**src/rtl/cdb_arbiter.sv**
```systemverilog
// cdb_arbiter: round-robin arbiter that owns the single Common Data Bus.
// Define CDB_OUT_REG_EN to register the broadcast (latency 1); otherwise it is combinational.
module cdb_arbiter #(
  parameter int NUM_REQ = 4,
  parameter int TAG_W = 5,
  parameter int DATA_W = 32,
  localparam int IDX_W = $clog2(NUM_REQ)
) (
  input  logic                        clk,
  input  logic                        rst,
  input  logic                        flush,
  input  logic [NUM_REQ-1:0]          req_valid,
  input  logic [NUM_REQ*TAG_W-1:0]    req_tag,
  input  logic [NUM_REQ*DATA_W-1:0]   req_data,
  output logic [NUM_REQ-1:0]          req_ready,
  output logic                        cdb_valid,
  output logic [TAG_W-1:0]            cdb_tag,
  output logic [DATA_W-1:0]           cdb_data,
  output logic [IDX_W-1:0]            cdb_src,
  output logic [31:0]                 conflict_cnt
);

  // Returns {found, index} of the first valid requester at or after ptr, wrapping.
  function automatic logic [IDX_W:0] find_winner(input logic [NUM_REQ-1:0] valid,
                                                 input logic [IDX_W-1:0] ptr);
    logic [IDX_W:0] res;
    int j;
    res = '0;
    for (int k = NUM_REQ - 1; k >= 0; k--) begin
      j = (int'(ptr) + k) % NUM_REQ;
      res = valid[j] ? {1'b1, IDX_W'(j)} : res;
    end
    return res;
  endfunction

  logic [IDX_W-1:0]   r_rr_ptr;
  logic [31:0]        r_conflict_cnt;
  logic [IDX_W:0]     w_win;
  logic               w_grant_vld;
  logic [IDX_W-1:0]   w_grant_idx;
  logic [NUM_REQ-1:0] w_grant_oh;
  logic [TAG_W-1:0]   w_tag;
  logic [DATA_W-1:0]  w_data;
  logic               w_conflict;

  assign w_win       = find_winner(req_valid, r_rr_ptr);
  assign w_grant_vld = w_win[IDX_W] & ~flush & ~rst;
  assign w_grant_idx = w_win[IDX_W-1:0];
  assign w_grant_oh  = w_grant_vld ? (NUM_REQ'(1) << w_grant_idx) : {NUM_REQ{1'b0}};
  assign req_ready   = w_grant_oh;
  // x & (x-1) is non-zero exactly when two or more bits are set.
  assign w_conflict  = ~flush & ((req_valid & (req_valid - NUM_REQ'(1))) != {NUM_REQ{1'b0}});
  assign conflict_cnt = r_conflict_cnt;

  // One-hot AND-OR mux of the winning tag/data; zero when nothing is granted.
  always_comb begin
    w_tag  = '0;
    w_data = '0;
    for (int i = 0; i < NUM_REQ; i++) begin
      w_tag  = w_tag  | ({TAG_W{w_grant_oh[i]}}  & req_tag[i*TAG_W +: TAG_W]);
      w_data = w_data | ({DATA_W{w_grant_oh[i]}} & req_data[i*DATA_W +: DATA_W]);
    end
  end

  // Round-robin pointer and saturating conflict counter.
  always_ff @(posedge clk) begin
    if (rst) begin
      r_rr_ptr       <= '0;
      r_conflict_cnt <= 32'd0;
    end else begin
      if (w_grant_vld) begin
        r_rr_ptr <= (w_grant_idx == IDX_W'(NUM_REQ - 1)) ? IDX_W'(0) : w_grant_idx + IDX_W'(1);
      end
      if (w_conflict && (r_conflict_cnt != 32'hFFFF_FFFF)) begin
        r_conflict_cnt <= r_conflict_cnt + 32'd1;
      end
    end
  end

`ifdef CDB_OUT_REG_EN
  logic               r_cdb_valid;
  logic [TAG_W-1:0]   r_cdb_tag;
  logic [DATA_W-1:0]  r_cdb_data;
  logic [IDX_W-1:0]   r_cdb_src;

  // Registered broadcast; payload holds its last value while valid is low.
  always_ff @(posedge clk) begin
    if (rst) begin
      r_cdb_valid <= 1'b0;
      r_cdb_tag   <= '0;
      r_cdb_data  <= '0;
      r_cdb_src   <= '0;
    end else begin
      r_cdb_valid <= w_grant_vld;
      if (w_grant_vld) begin
        r_cdb_tag  <= w_tag;
        r_cdb_data <= w_data;
        r_cdb_src  <= w_grant_idx;
      end
    end
  end

  assign cdb_valid = r_cdb_valid;
  assign cdb_tag   = r_cdb_tag;
  assign cdb_data  = r_cdb_data;
  assign cdb_src   = r_cdb_src;
`else
  assign cdb_valid = w_grant_vld;
  assign cdb_tag   = w_tag;
  assign cdb_data  = w_data;
  assign cdb_src   = w_grant_vld ? w_grant_idx : IDX_W'(0);
`endif

endmodule

```
**config.mk**
```make
export PLATFORM = sky130hd
export DESIGN_NAME = cdb_arbiter
export DESIGN_NICKNAME = d
export VERILOG_FILES = /design/src/rtl/cdb_arbiter.sv
export SDC_FILE = /design/constraint.sdc
export NUM_CORES = 1
export LEC_CHECK = 0
export ABC_AREA = 0
export CAP_MARGIN = 20
export CELL_PAD_IN_SITES_DETAIL_PLACEMENT = 0
export CELL_PAD_IN_SITES_GLOBAL_PLACEMENT = 1
export CORE_UTILIZATION = 21
export DETAILED_ROUTE_END_ITERATION = 8
export PLACE_DENSITY_LB_ADDON = 0.3
export SLEW_MARGIN = 40
export SYNTH_ARGS = -nofsm -noshare
export SYNTH_HDL_FRONTEND = slang
export SYNTH_SLANG_ARGS = --single-unit
```
**constraint.sdc**
```tcl
create_clock -name clk -period 2.4 [get_ports clk]
set_input_delay 0.24 -clock clk [delete_from_list [all_inputs] [get_ports clk]]
set_output_delay 0.24 -clock clk [all_outputs]
set_load 0.03 [all_outputs]
```
[Word-level counts from Yosys, hierarchy flattened]
Cells that the tools add are included.
Storage, ports and cells
  ROM bits: 0
  bits of input ports: 155
  word-level logic and storage cells: 61
  memory bits (writable): 0
  memories: 0
  output and inout bits: 76
  latch bits: 0
  bits in registers: 34
Operators by class
  $mul: 0
  bitwise operators: 23
  magnitude comparators: 4
  add/subtract/negate cells: 6
  reduce and logical (&&, ||, !) cells: 5
  shift operators: 1
  divide/modulo/power cells: 0
  muxes and demuxes: 18
  eq/ne operators: 2
Operator list (count)
  32-bit bitwise AND: 4
  32-bit OR: 3
  32-bit by 1-bit adder with 32-bit output, second input constant: 1
  32-bit != test, second input constant: 1
  5-bit bitwise AND: 4
  5-bit OR: 3
  3-bit by 4-bit < comparator with 1-bit output, second input constant: 3
  3-bit two-way mux: 4
  1-bit binary-select mux with 2-bit select: 4
  1-bit two-way mux: 7
  2-bit OR reduction: 3
  2-bit by 1-bit adder with 2-bit output, second input constant: 2
  2-bit adder, second input constant: 2
  4-bit bitwise AND: 1
  2-bit two-way mux: 2
  4-bit two-way mux: 1
  4-bit nonzero test: 1
  1-bit by 2-bit left shift with 4-bit output, first input constant: 1
  4-bit by 1-bit subtractor with 4-bit output, second input constant: 1
  1-bit bitwise AND: 3
  1-bit bitwise AND, first input constant: 3
  2-bit by 3-bit < comparator with 1-bit output, second input constant: 1
  2-bit equality test, second input constant: 1
  1-bit inverter: 2
  1-bit logical AND: 1

[Logic depth before layout (Yosys ltp)]
Gate-level depths: netlist (run 1).
  depth after elaboration: 17
  depth in mapped cells: 11

[Least setup slack after synthesis (run 1)]
No wires, ideal clock.
  path type: input to output
  from: input req_valid[0]
  to: output cdb_data[10]
  path slack: -0.142 ns
  cell stages on the path: 7
  data arrival time: 2.302 ns
  data required time: 2.160 ns
  path through: nor4_1 > nor3_1 > and2_1 > clkbuf_1 > buf_1 > a22oi_1 > nand2_1
Between the ends
  word-level cells in the longest chain between the ends: 14
RTL lines
  start: declaration: line 12  | input logic [NUM_REQ-1:0] req_valid,
  1-bit binary-select mux with 2-bit select: line 31  | res = valid[j] ? {1'b1, IDX_W'(j)} : res;
  1-bit two-way mux (implied by the code) (2 in a row): line 31
  3-bit two-way mux (3 in a row): line 31
  3-bit two-way mux *: line 31
  1-bit bitwise AND * (2 in a row): line 47  | assign w_grant_vld = w_win[IDX_W] & ~flush & ~rst;
  named net cdb_valid: line 16  | output logic cdb_valid,
  4-bit two-way mux *: line 49  | assign w_grant_oh = w_grant_vld ? (NUM_REQ'(1) << w_grant_idx) : {NUM_REQ{1'b0}};
  32-bit bitwise AND: line 61  | w_data = w_data | ({DATA_W{w_grant_oh[i]}} & req_data[i*DATA_W +: DATA_W]);
  32-bit OR (2 in a row): line 61
  32-bit OR *: line 61
  end: declaration: line 18  | output logic [DATA_W-1:0] cdb_data,
The timed path passes the listed nets; every way through them passes the cells marked *. The select of a mux whose other input is x is not followed.

[Worst setup path after layout (run 1)]
  from: register r_rr_ptr[0]
  to: output cdb_tag[4]
Between the ends
  word-level cells in the longest chain between the ends: 15
RTL lines
  start: declaration: line 36  | logic [IDX_W-1:0] r_rr_ptr;
  start signal: assignment: line 72  | r_rr_ptr <= (w_grant_idx == IDX_W'(NUM_REQ - 1)) ? IDX_W'(0) : w_grant_idx + IDX_W'(1);
  2-bit adder: line 30  | j = (int'(ptr) + k) % NUM_REQ;
  1-bit binary-select mux with 2-bit select: line 31
  1-bit two-way mux (implied by the code) (2 in a row): line 31
  3-bit two-way mux (3 in a row): line 31
  3-bit two-way mux *: line 31
  1-bit bitwise AND (2 in a row): line 47
  4-bit two-way mux *: line 49
  5-bit bitwise AND: line 60  | w_tag = w_tag | ({TAG_W{w_grant_oh[i]}} & req_tag[i*TAG_W +: TAG_W]);
  5-bit OR (2 in a row): line 60
  5-bit OR *: line 60
  end: declaration: line 17  | output logic [TAG_W-1:0] cdb_tag,
Every way passes the cells marked *; elsewhere a longest branch is shown, timed or not. The select of a mux whose other input is x is not followed.

==> out/metrics.yaml, run 1 <==
run_status:
  status: "completed"
yosys:
  ys_types: 32
  synth.net_count: 529
  synthMuxAreaShare_pct: 2.10
  synth_top_area_share_pct: 25.4
  synth_area_leaders: "dfxtp_1, a22oi_1, nand2_1"
  synth_warnings: 0
  yosys.area.top_type: "dfxtp_1"
  synthTopCellsByCount: "a22oi_1, nand2_1, dfxtp_1, a21oi_1, clkbuf_1"
  syn_area_um2: 2680
  syn_inst: 369
  synth.avg_cell_area_um2: 7.27
  synth_edf_count: 0
  ys_seq_area_share_pct: 25.4
  synth_fa_ha_area_share_pct: 2.33
  synth-main-ff-cell: "dfxtp_1"
  synth_top_family_by_area: "compound AO/OA/AOI/OAI gates"
  synth-xor-area-share_pct: 0
  synth-async-reset-ratio_pct: 0
  synth_compound_area_share_pct: 35.2
  synth_simple_gate_area_share_pct: 29.4
  yosys_register_bits: 34
  post-synth-top-count-cell: "a22oi_1"
worst_setup_path:
  cp-start-kind: "register"
  arrival_ps: 2140
  cp_max_fo: 5
  cp.required_ps: 2160
  cp-end-kind: "primary output"
  critical_path_class: "register to primary output"
timing:
  fmax_mhz: 420
  hold_viol_final: 0
  grt_setup_unrepaired: "yes"
  finalSetupViolations: 0
  hold_ws_ps: 506
  tightest_slew_ps: 433
  period_needed_ps: 2380
  setup_slack_ps: 18.4
  post-route-period-util_pct: 99.2
  relSlewSlack_pct: 70.9
  finClkSkew_ps: 3.63
  slew_violations: 0
final_layout:
  final_util_pct: 50.6
  nets: 778
  nFillCells: 1181
  fin_area_um2: 6180
  diodes: 0
  drive_gt1_share_pct: 27.5
  regArea_um2: 688
  syn2layout_area_growth_pct: 131
  multiInputGateArea_um2: 2170
die:
  die_w_um: 115
  start_util_pct: 22.0
  die_h_um: 115
  core_area_um2: 12200
  num_rows: 40
  dieArea_um2: 13200
  ios: 231
pwr:
  ir_worst_vdd_mv: 0.272
  pwr_density_cell_nw_per_um2: 356
  finalPower_mw: 2.20
  leakage_nw: 2.26
routing:
  dr.pass1.iters: 4
  finalWirelength_mm: 15.4
  via_count: 4072
  ant_nets: 0
  viasPerCell: 5.17
  drt_first_iter_violations: 242
  drc: 0
  wl_per_cell_um: 19.6
hold_path:
  hp-class: "register to register"
placement:
  place_ws_ps: -350
  hpwl_mm: 10.3
  port-buffer-count: 230
  place_area_um2: 5340
  gp_congestion: 0.751
global_route:
  grt_usage_pct: 19.1
  grt_use_met1_pct: 22.2
  overflow: 0
  grt_max_degree: 42
  grt_use_met2_pct: 34.7
  grt_pass1_vias: 3691
  antenna_found_initial: 0
  grt_util_met3_pct: 4.59
  grt_pass1_wl_mm: 19.6
  top_usage_layer: "met2"
cts:
  path_clk_slew_ps: 60
  cts_tree: "done"
  clockBufferDepth: 2
  cts_buffers: 5
  htreeDepth: 2
  cts_root_buf: "clkbuf_16"
  holdBufCountCts: 0
  clkSinkCount: 34
  insertion_delay_ps: 280
job:
  drv_cap: 0
==> cell usage in the layout (no fill, tap or decap), drive strengths merged, types with 6 or more instances in the layout <==
| master | netlist | layout |
|---|---|---|
| a21oi | 30 | 30 |
| a22oi | 74 | 74 |
| and2 | 6 | 6 |
| buf | 8 | 78 |
| clkbuf | 20 | 12 |
| clkdlybuf4s50 | 0 | 182 |
| dfxtp | 34 | 34 |
| inv | 10 | 10 |
| nand2 | 56 | 56 |
| nand3 | 8 | 8 |
| nand4 | 9 | 9 |
| nor2 | 11 | 11 |
| nor2b | 6 | 6 |
| nor3 | 6 | 6 |
| nor4 | 7 | 7 |
| o21ai | 9 | 9 |
| o31ai | 18 | 18 |
| or3 | 11 | 11 |
| or4 | 18 | 18 |
==> cell type report <==
type / count / share of cell area, %
Timing Repair Buffer: 270 / 47.3
Inverter: 10 / 0.607
Multi-Input combinational cell: 297 / 35.1
Clock inverter: 2 / 0.202
Clock buffer: 6 / 2.25
Sequential cell: 34 / 11.1
Tap cell: 168 / 3.40
==> logic make-up (layout without fill, tap and decap cells) <==
| family | count (synthesis) | after routing |
|---|---|---|
| buf+inv | 38 | 288 |
| fa+ha+maj | 5 | 5 |
| simple gates | 148 | 148 |
| mux | 5 | 5 |
| flops | 34 | 34 |
| compound gates | 139 | 139 |
==> what timing repair did <==
item,4_1_cts,5_1_grt
gates resized for setup,43,66
gates cloned,3,8
endpoints found under the setup margin,39,37
setup buffers,0,4
hold endpoints to repair,0,0
pin swaps,3,21
==> path summary, 6_finish.rpt <==
check	start	end	slack (ps)	cells past startpoint
worst min register to register	conflict_cnt[17]	conflict_cnt[17]	510	2
worst max-delay path	r_rr_ptr[0]	cdb_tag[4]	20	9
worst max register to register	conflict_cnt[10]	conflict_cnt[28]	260	5
worst min-delay path	conflict_cnt[17]	conflict_cnt[17]	510	2
==> layer usage <==
metal,wire length (µm),vias up
met5,0,-
met4,332,0
met3,1080,24
met2,7860,161
met1,6120,1943
li1,-,1944
==> worst max-delay path: stages (launching register included) <==
cell	delay, ps
dfxtp_4	360
o22ai_1	250
a21oi_2	130
buf_6	150
ha_4	140
and2_4	190
buf_12	150
a22oi_2	230
nand2_2	110
buf_12	150
==> power by group <==
| part | switching, mW | leakage [nW] | internal [mW] |
|---|---|---|---|
| Sequential | 0.00880 | 0.276 | 0.571 |
| Clock | 0.253 | 0.0729 | 0.411 |
| Combinational | 0.438 | 1.91 | 0.521 |
==> flip-flops by register name, summed over array words and instances, names as in the netlist <==
name	cells
conflict_cnt	32
r_rr_ptr	2
==> per-stage QoR <==
| step | TNS (ps) | std cells |
|---|---|---|
| final | 0 | 787 |
| after global routing | -977 | 787 |
| after CTS | 0 | 775 |
| after detailed placement | -7730 | 764 |
| after global placement | -6550 | 764 |
| after floorplan | 0 | 369 |
Note: power is estimated with default switching activity, not from simulation.
==> run 2, diff against run 1 <==
- CORE_MARGIN: unset -> 2
- PLACE_DENSITY: unset -> 0.94
- PLACE_DENSITY_LB_ADDON: 0.3 -> unset
==> run 2 against run 1 <==
Net effect:
- clock power is 9.5% lower
- cell count is 1.3% higher
- power is 3.6% lower
- clock skew hardly changed
- count of clock-buffer cells in the layout stayed put
- sequential share of layout area is 0.16 points lower
- first-iteration DRC count is 22% higher
- core utilization is 0.74 points lower
- register-to-register slack hardly changed
- worst hold slack better by 6.2 ps
- the flow now finishes with violations (negative setup slack)
- wire length is 3.1% lower
- highest routed layer unchanged
==> out/metrics.yaml, run 2 (synthesis gave the netlist of run 1 again) <==
placement:
  port-buffer-count: 230
  gp_congestion: 0.786
  hpwl_mm: 10.2
  place_inst: 775
  place_ws_ps: -283
  place_area_um2: 5330
die:
  start_util_pct: 21.3
  dieArea_um2: 13700
  die_h_um: 117
  die_w_um: 117
  num_rows: 41
  ios: 231
  core_area_um2: 12600
worst_setup_path:
  cp-start-kind: "register"
  rr_worst_depth: 5
  r2r-start: "conflict_cnt[11]"
  cp.required_ps: 2160
  arrival_ps: 2190
  cp_max_fo: 6
  critical_path_class: "register to primary output"
  cp-end-kind: "primary output"
  crit_start: "r_rr_ptr[1]"
final_layout:
  syn2layout_area_growth_pct: 134
  diodes: 0
  layout_common_cells: "clkdlybuf4s50_1, a22oi_2, nand2_1, buf_4"
  final_cells: 797
  fin_area_um2: 6270
  largest_register_ffs: 32
  mostFrequentLayoutCell: "clkdlybuf4s50_1"
  drive_gt1_share_pct: 29.0
  nets: 785
timing:
  relSlewSlack_pct: 71.8
  tightest_slew_ps: 423
  post-route-period-util_pct: 101
  finalSetupViolations: 7
  finClkSkew_ps: 3.81
  setup_slack_ps: -32.0
  grt_setup_unrepaired: "yes"
  hold_viol_final: 0
  fmax_mhz: 411
  period_needed_ps: 2430
  slew_violations: 0
hold_path:
  hold-path-cell-count: 2
  min_from: "conflict_cnt[20]"
  hp-class: "register to register"
cts:
  cts_root_buf: "clkbuf_16"
  clockBufferDepth: 2
  path_clk_slew_ps: 50
  cts_buffers: 5
  htreeDepth: 2
  insertion_delay_ps: 270
  clkSinkCount: 34
  holdBufCountCts: 0
  cts_tree: "done"
pwr:
  leakage_nw: 2.29
  ir_worst_vdd_mv: 0.254
  pwr_density_cell_nw_per_um2: 339
global_route:
  grt_usage_pct: 18.1
  grt_pass1_wl_mm: 19.6
  antenna_found_initial: 0
  overflow: 0
  grt_max_degree: 42
  grt_pass1_vias: 3854
routing:
  wl_per_cell_um: 18.7
  dr.pass1.iters: 5
  viasPerCell: 5.15
  via_count: 4103
  finalWirelength_mm: 14.9
  drc: 0
  drt_first_iter_violations: 296
  ant_nets: 0
run_status:
  status: "finished, violations left"
  violations: "negative setup slack"
job:
  drv_cap: 0
run 2: changes by cell type in the layout (fill, tap and decap cells not counted), sizes merged:
cell / before / now
buf: 78 / 86
clkinv: 1 / 0
clkbuf: 12 / 11
run 2: per-stage QoR:
stage	TNS [ps]	power (mW)	util [%]	hold WS [ps]
finish	-75.7	2.12	49.9	512
CTS	0	2.07	47.5	513
floorplan	0	0.886	-	436
detailed placement	-7180	1.36	42.4	501
global route	-1780	2.22	49.9	540
global placement	-4040	1.35	42.4	490
run 2: final timing paths:
check / end / slack, ps
max: cdb_data[0] / -30
min reg2reg: conflict_cnt[20] / 510
min: conflict_cnt[20] / 510
max reg2reg: conflict_cnt[28] / 270
run 2: worst max-delay path: stages (launching register included):
cell and delay (ps):
dfxtp_4 340, nand2_1 60, nand2_1 80, a21oi_1 70
o22ai_1 220, inv_2 100, buf_6 120, ha_2 160
and2_4 190, buf_4 150, a22oi_2 150, nand2_2 130
buf_12 160
run 2: cell type report:
type                            count  area (µm²)
Multi-Input combinational cell    297        2200
Sequential cell                    34         688
Clock buffer                        6         129
Tap cell                          172         215
Timing Repair Buffer              277        2990
Clock inverter                      1        7.51
Inverter                           10        37.5
Fill cell                        1135        6300
run 2: layer usage:
metal / routed length [µm] / global-route usage [%] / vias up
li1: - / - / 1951
met1: 5890 / 21.7 / 1965
met2: 7790 / 33.8 / 173
met3: 1090 / 3.60 / 14
met4: 155 / 2.98 / 0
met5: 0 / 0 / -
run 2: repair_timing:
action | in CTS | in global routing
setup buffers | 5 | 0
hold endpoints to repair | 0 | 0
endpoints found under the setup margin | 38 | 37
pin swaps | 4 | 41
cloned | 5 | 5
gates resized for setup | 85 | 41
run 2: report_power, final:
part	internal (mW)	total [mW]	switching, mW
Clock	0.378	0.600	0.221
Combinational	0.513	0.944	0.431
Sequential	0.572	0.579	0.00776
Total	1.46	2.12	0.660
